[src/rtl/seven_seg_digit_driver.sv]
// seven_seg_digit_driver
// Takes the scanner's one-cold anode vector and drives the matching hex
// digit, decimal point and anode onto the display pins. New values arrive
// through a one-deep pending buffer and are applied only at frame
// boundaries, so a value never tears across digits. Each anode change
// blanks all outputs for BLANK_CYCLES clocks. Optional leading-zero
// suppression blanks unused upper digits.
//
// Handshake: value_ready is high while the pending buffer is empty. A
// transfer happens on a clock edge where value_valid and value_ready are
// both high. value/dp_in are sampled on that edge, and value_ready drops
// on the next cycle. It stays low until a frame boundary moves the pending
// value into the display register.
module seven_seg_digit_driver #(
  parameter int BLANK_CYCLES = 4,
  parameter bit LZ_BLANK     = 1'b1
) (
  input  logic        clock,
  input  logic        reset,
  input  logic [3:0]  anode_in,
  input  logic [15:0] value,
  input  logic [3:0]  dp_in,
  input  logic        value_valid,
  output logic        value_ready,
  output logic [3:0]  anode,
  output logic [6:0]  segment,
  output logic        dp
);

  localparam int CW = (BLANK_CYCLES > 0) ? $clog2(BLANK_CYCLES + 1) : 1;

  logic [3:0]    sync1, sync2, hist;
  logic [CW-1:0] cnt, cnt_next;
  logic          change, boundary, take;
  logic [15:0]   pend, disp, disp_next;
  logic [3:0]    pend_dp, disp_dp, disp_dp_next;
  logic          pend_full;
  logic          legal;
  logic [1:0]    idx;
  logic [3:0]    nib;
  logic [3:1]    lz;
  logic [3:0]    anode_next;
  logic [6:0]    segment_next;
  logic          dp_next;

  // Active-low g..a pattern for one hex nibble.
  function automatic logic [6:0] hex_to_seg(input logic [3:0] h);
    case (h)
      4'h0: hex_to_seg = 7'b1000000;
      4'h1: hex_to_seg = 7'b1111001;
      4'h2: hex_to_seg = 7'b0100100;
      4'h3: hex_to_seg = 7'b0110000;
      4'h4: hex_to_seg = 7'b0011001;
      4'h5: hex_to_seg = 7'b0010010;
      4'h6: hex_to_seg = 7'b0000010;
      4'h7: hex_to_seg = 7'b1111000;
      4'h8: hex_to_seg = 7'b0000000;
      4'h9: hex_to_seg = 7'b0010000;
      4'hA: hex_to_seg = 7'b0001000;
      4'hB: hex_to_seg = 7'b0000011;
      4'hC: hex_to_seg = 7'b1000110;
      4'hD: hex_to_seg = 7'b0100001;
      4'hE: hex_to_seg = 7'b0000110;
      default: hex_to_seg = 7'b0001110;
    endcase
  endfunction

  assign change      = (sync2 != hist);
  assign boundary    = (hist == 4'b0111) && (sync2 == 4'b1110);
  assign value_ready = ~pend_full;
  assign take        = value_valid & value_ready;

  // Blank counter: reload on every anode change, otherwise count down to 0.
  always_comb begin
    cnt_next = cnt;
    if (change) begin
      cnt_next = CW'(BLANK_CYCLES);
    end else if (cnt != '0) begin
      cnt_next = cnt - CW'(1);
    end
  end

  // Display contents after this edge: pending moves over only at a boundary.
  always_comb begin
    disp_next    = disp;
    disp_dp_next = disp_dp;
    if (boundary && pend_full) begin
      disp_next    = pend;
      disp_dp_next = pend_dp;
    end
  end

  // Select the digit for the synchronized anode and build the pin values.
  always_comb begin
    legal = 1'b1;
    idx   = 2'd0;
    case (sync2)
      4'b1110: idx = 2'd0;
      4'b1101: idx = 2'd1;
      4'b1011: idx = 2'd2;
      4'b0111: idx = 2'd3;
      default: legal = 1'b0;
    endcase
    nib   = disp_next[{idx, 2'b00} +: 4];
    lz[3] = (disp_next[15:12] == 4'h0);
    lz[2] = lz[3] && (disp_next[11:8] == 4'h0);
    lz[1] = lz[2] && (disp_next[7:4] == 4'h0);

    anode_next   = 4'b1111;
    segment_next = 7'b1111111;
    dp_next      = 1'b1;
    if (legal && (cnt_next == '0)) begin
      anode_next = sync2;
      if (LZ_BLANK && (idx != 2'd0) && lz[idx]) begin
        segment_next = 7'b1111111;
      end else begin
        segment_next = hex_to_seg(nib);
      end
      dp_next = ~disp_dp_next[idx];
    end
  end

  // Synchronizer, anode history and blank counter.
  always_ff @(posedge clock or negedge reset) begin
    if (!reset) begin
      sync1 <= 4'b1111;
      sync2 <= 4'b1111;
      hist  <= 4'b1111;
      cnt   <= '0;
    end else begin
      sync1 <= anode_in;
      sync2 <= sync1;
      hist  <= sync2;
      cnt   <= cnt_next;
    end
  end

  // Pending buffer and display register.
  always_ff @(posedge clock or negedge reset) begin
    if (!reset) begin
      pend      <= 16'h0000;
      pend_dp   <= 4'b0000;
      pend_full <= 1'b0;
      disp      <= 16'h0000;
      disp_dp   <= 4'b0000;
    end else begin
      disp    <= disp_next;
      disp_dp <= disp_dp_next;
      if (take) begin
        pend      <= value;
        pend_dp   <= dp_in;
        pend_full <= 1'b1;
      end else if (boundary && pend_full) begin
        pend_full <= 1'b0;
      end
    end
  end

  // Registered pin drivers.
  always_ff @(posedge clock or negedge reset) begin
    if (!reset) begin
      anode   <= 4'b1111;
      segment <= 7'b1111111;
      dp      <= 1'b1;
    end else begin
      anode   <= anode_next;
      segment <= segment_next;
      dp      <= dp_next;
    end
  end

endmodule
[config.mk]
export PLATFORM = sky130hd
export DESIGN_NAME = seven_seg_digit_driver
export DESIGN_NICKNAME = d
export VERILOG_FILES = /design/src/rtl/seven_seg_digit_driver.sv
export SDC_FILE = /design/constraint.sdc
export NUM_CORES = 1
export LEC_CHECK = 0
export ABC_CLOCK_PERIOD_IN_PS = 7250
export CORE_ASPECT_RATIO = 2
export CORE_UTILIZATION = 50
export CTS_CLUSTER_SIZE = 16
export DETAILED_ROUTE_END_ITERATION = 8
export PLACE_DENSITY = 0.73
export SYNTH_ARGS = -nofsm -noshare
export SYNTH_HDL_FRONTEND = slang
export SYNTH_SLANG_ARGS = --single-unit
[constraint.sdc]
create_clock -name clock -period 7.25 [get_ports clock]
set_input_delay 1.0875 -clock clock [delete_from_list [all_inputs] [get_ports clock]]
set_output_delay 1.0875 -clock clock [all_outputs]
set_load 0.02 [all_outputs]
==> key figures <==
Clock network
  – Clock sinks: 68
  – Root Buffer: clkbuf_16
  – # H-tree levels: 3
  – CTS tree: done
  – Max clock buf depth: 2
  – Post-CTS Setup Repair Bufs: 0
  – Latest clock arrival within the worst-skew pair: 0.33 ns
  – Reg clk slew, reported paths: 0.05 ns
  – CTS Hold Bufs: 0
  – Post-cts resize count: 0
  – Num CTS Buffers: 9

Die
  – Core area: 6006 um2
  – Die area: 6536 um2
  – Die Ht: 113.3 um
  – # rows: 40
  – Chip width: 57.67 um
  – Initial Util: 0.5160
  – IO Count: 40

Global routing
  – Vias in the first global route: 2100
  – GRT Util Overall: 0.2032
  – GR Overflow Total: 0
  – First-pass GRT wire length: 9722 um
  – Pin count of the biggest net entering global routing: 69
  – Initial antenna violation count: 0

Pwr
  – Clock Power Share: 0.449
  – Pwr dens: 251.5 nW/um2
  – Worst VDD drop: 0.1564 mV
  – Switching Share: 0.2334
  – NetSw: 0.2250 mW
  – Internal Power: 0.7390 mW
  – Combinational power share: 0.099
  – Leak Pwr: 1.699 nW
  – Seq pwr share: 0.452

Finish
  – ANT cells: 0
  – Leading cell type in the layout, fill and taps excluded: dfrtp_1
  – Commonest cells after routing, fill and taps aside: dfrtp_1 (44), clkdlybuf4s50_1 (38), mux2_2 (33)
  – Post-route cell area: 3834 um2
  – Layout cells sized above 1: 0.3010
  – Area Overhead vs Synth: 23.70%
  – Final net count: 329
  – Fillers: 469

Route
  – Post-Route WL: 5765 um
  – Antenna-violating nets left: 0
  – Via count: 2056
  – Drt drc: 1
  – DRT Pass-1 Iters: 6
  – WL/cell: 15.93 um
  – Initial DRC Count: 50
  – Avg Vias per Cell: 5.680

STA
  – Fin crit share: 0.4101
  – Least-Margin Pin Slew: 0.8884 ns
  – Max Freq: 336.3 MHz
  – Worst slew margin: 0.3984
  – Final worst path period need: 2.974 ns
  – Setup TNS: 0 ns
  – Final Setup Violations: 0
  – Final Hold Vio Count: 0
  – Unrepaired setup endpoints after global routing: false
  – Slew Viols, Final: 0
  – Clock skew: 0.003185 ns

Setup path
  – Crit start category: flop
  – CP peak stage delay: 0.67 ns
  – Critical path, cell by cell: nand4b_4 -> or4_4 -> mux2_4 -> a22oi_2 -> o31a_4 -> inv_2 -> ha_1 -> inv_1 -> nor2_1 -> a21oi_1 -> o221ai_1
  – Kind of critical path: flop to flop
  – Worst Path Max Fanout: 23
  – WP data arrival: 3.20 ns
  – Req. time, crit path: 7.48 ns
  – CP endpoint kind: flop
  – CP top delay family: simple AND/OR/NAND/NOR gates
  – Critical path's slowest cell: or4_4
  – Worst Path Buf+Inv: 2

Status
  – Failing checks: DRC
  – Run status: complete, but fails checks

Synth
  – Register area share after synthesis: 0.5587
  – Synthesized area: 3099 um2
  – Synth Instances: 250
  – Main flop type after synthesis: dfrtp_1
  – Synthesized flop and latch total: 68
  – Synth unique cells: 47
  – Number of synthesized flops with an enable pin: 0
  – Number of synthesis warnings: 0
  – Synth Net Count: 285
  – Syn_area_per_cell: 12.40 um2
  – Ys async rst share: 1.000

Placed design
  – DP HPWL: 4055 um
  – Gpl congestion: 0.7948
  – IO Port Bufs: 39
  – Placed cell areas: 3531 um2

Run
  – Max-Cap Viols: 0

Min path
  – Worst Hold Class: flop to flop
==> layer usage <==
metal | part of all wire | GRT usage | vias to the layer above
li1 | - | - | 976
met1 | 0.38 | 0.2132 | 1016
met2 | 0.55 | 0.3434 | 47
met3 | 0.031 | 0.06286 | 17
met4 | 0.043 | 0.1286 | 0
met5 | 0 | 0 | -
==> cell usage after synthesis, drive strengths merged, types with 2 or more instances <==
cell type / count / area [um2]
and3: 2 / 12.51
clkbuf: 3 / 11.26
nand2: 24 / 92.59
ha: 8 / 100.1
xor2: 3 / 26.28
nand3: 4 / 20.02
a22oi: 6 / 50.05
o31a: 3 / 35.04
buf: 7 / 57.54
o21ai: 8 / 40.04
mux2i: 4 / 40.04
inv: 10 / 37.53
a21oi: 10 / 50.05
nor2: 14 / 52.55
or4: 3 / 26.27
xnor2: 4 / 35.03
nor4: 5 / 31.28
dfrtp: 44 / 1101
o221ai: 4 / 35.03
mux2: 35 / 401.6
dfstp: 24 / 630.6
nand2b: 4 / 25.02
a211oi: 2 / 27.53
nor2b: 6 / 37.54
==> sequential cells by signal (all words and copies together) (netlist names) <==
register / flops
sync1: 4
dp: 1
cnt: 3
pend_full: 1
anode: 4
hist: 4
disp: 16
pend_dp: 4
segment: 7
disp_dp: 4
pend: 16
sync2: 4
==> power by group through the flow <==
| stage | registers (mW) | clock network, mW | logic [mW] |
|---|---|---|---|
| final | 0.436 | 0.433 | 0.0950 |
| after global placement | 0.441 | 0 | 0.0921 |
| after detailed placement | 0.442 | 0 | 0.0951 |
| after floorplan | 0.431 | 0 | 0.0657 |
| after global routing | 0.440 | 0.460 | 0.105 |
| after CTS | 0.436 | 0.442 | 0.0956 |
==> worst register-to-register path, cell delays in order, from the launching register on <==
cell and delay [ns]:
dfstp_2 0.66, nand4b_4 0.13, or4_4 0.67, mux2_4 0.39, a22oi_2 0.16, o31a_4 0.20, inv_2 0.06, ha_1 0.20
inv_1 0.10, nor2_1 0.06, a21oi_1 0.12, o221ai_1 0.13
==> per-stage QoR <==
step / power, mW / setup WS [ns] / hold slack, ns / util / instances
6_report: 0.9640 / 4.276 / 0.3557 / 0.6383 / 362
5_1_grt: 1.005 / 4.107 / 0.3613 / 0.6383 / 362
4_1_cts: 0.9739 / 4.287 / 0.3565 / 0.6383 / 362
3_5_place_dp: 0.5371 / 4.317 / 0.3484 / 0.5879 / 346
3_3_place_gp: 0.5332 / 4.365 / 0.3461 / 0.5879 / 346
2_1_floorplan: 0.4971 / 4.564 / 0.3452 / - / 250
==> cell families after synthesis <==
group | synth area share
buffers and inverters | 0.03431
XOR/XNOR | 0.01978
AO/OA/AOI/OAI | 0.09730
adder cells (fa/ha/maj) | 0.03230
multiplexers | 0.1425
flip-flops | 0.5587
AND/OR/NAND/NOR | 0.1151
==> path summary, 6_finish.rpt <==
kind	from	slack, ns	to	depth (start not counted)
worst max-delay path	sync2[1]	4.28	segment[5]	11
worst min-delay path	sync1[3]	0.36	sync2[3]	0
worst max register to register	sync2[1]	4.28	segment[5]	11
worst min register to register	sync1[3]	0.36	sync2[3]	0
max in group asynchronous	reset	5.77	disp[5]	2
min in group asynchronous	reset	0.93	cnt[0]	2
==> area by class of cell <==
cell class / count / area (um2) / share of cell area
well taps: 63 / 78.83 / 0.02056
inverters: 10 / 37.54 / 0.009791
flip-flops and latches: 68 / 1732 / 0.4517
clock inverters: 6 / 63.81 / 0.01664
repair buffers: 43 / 415.4 / 0.1084
multi-input cells: 162 / 1267 / 0.3306
clock buffers: 10 / 239.0 / 0.06234
No activity file was read; power rests on OpenSTA's default activity.
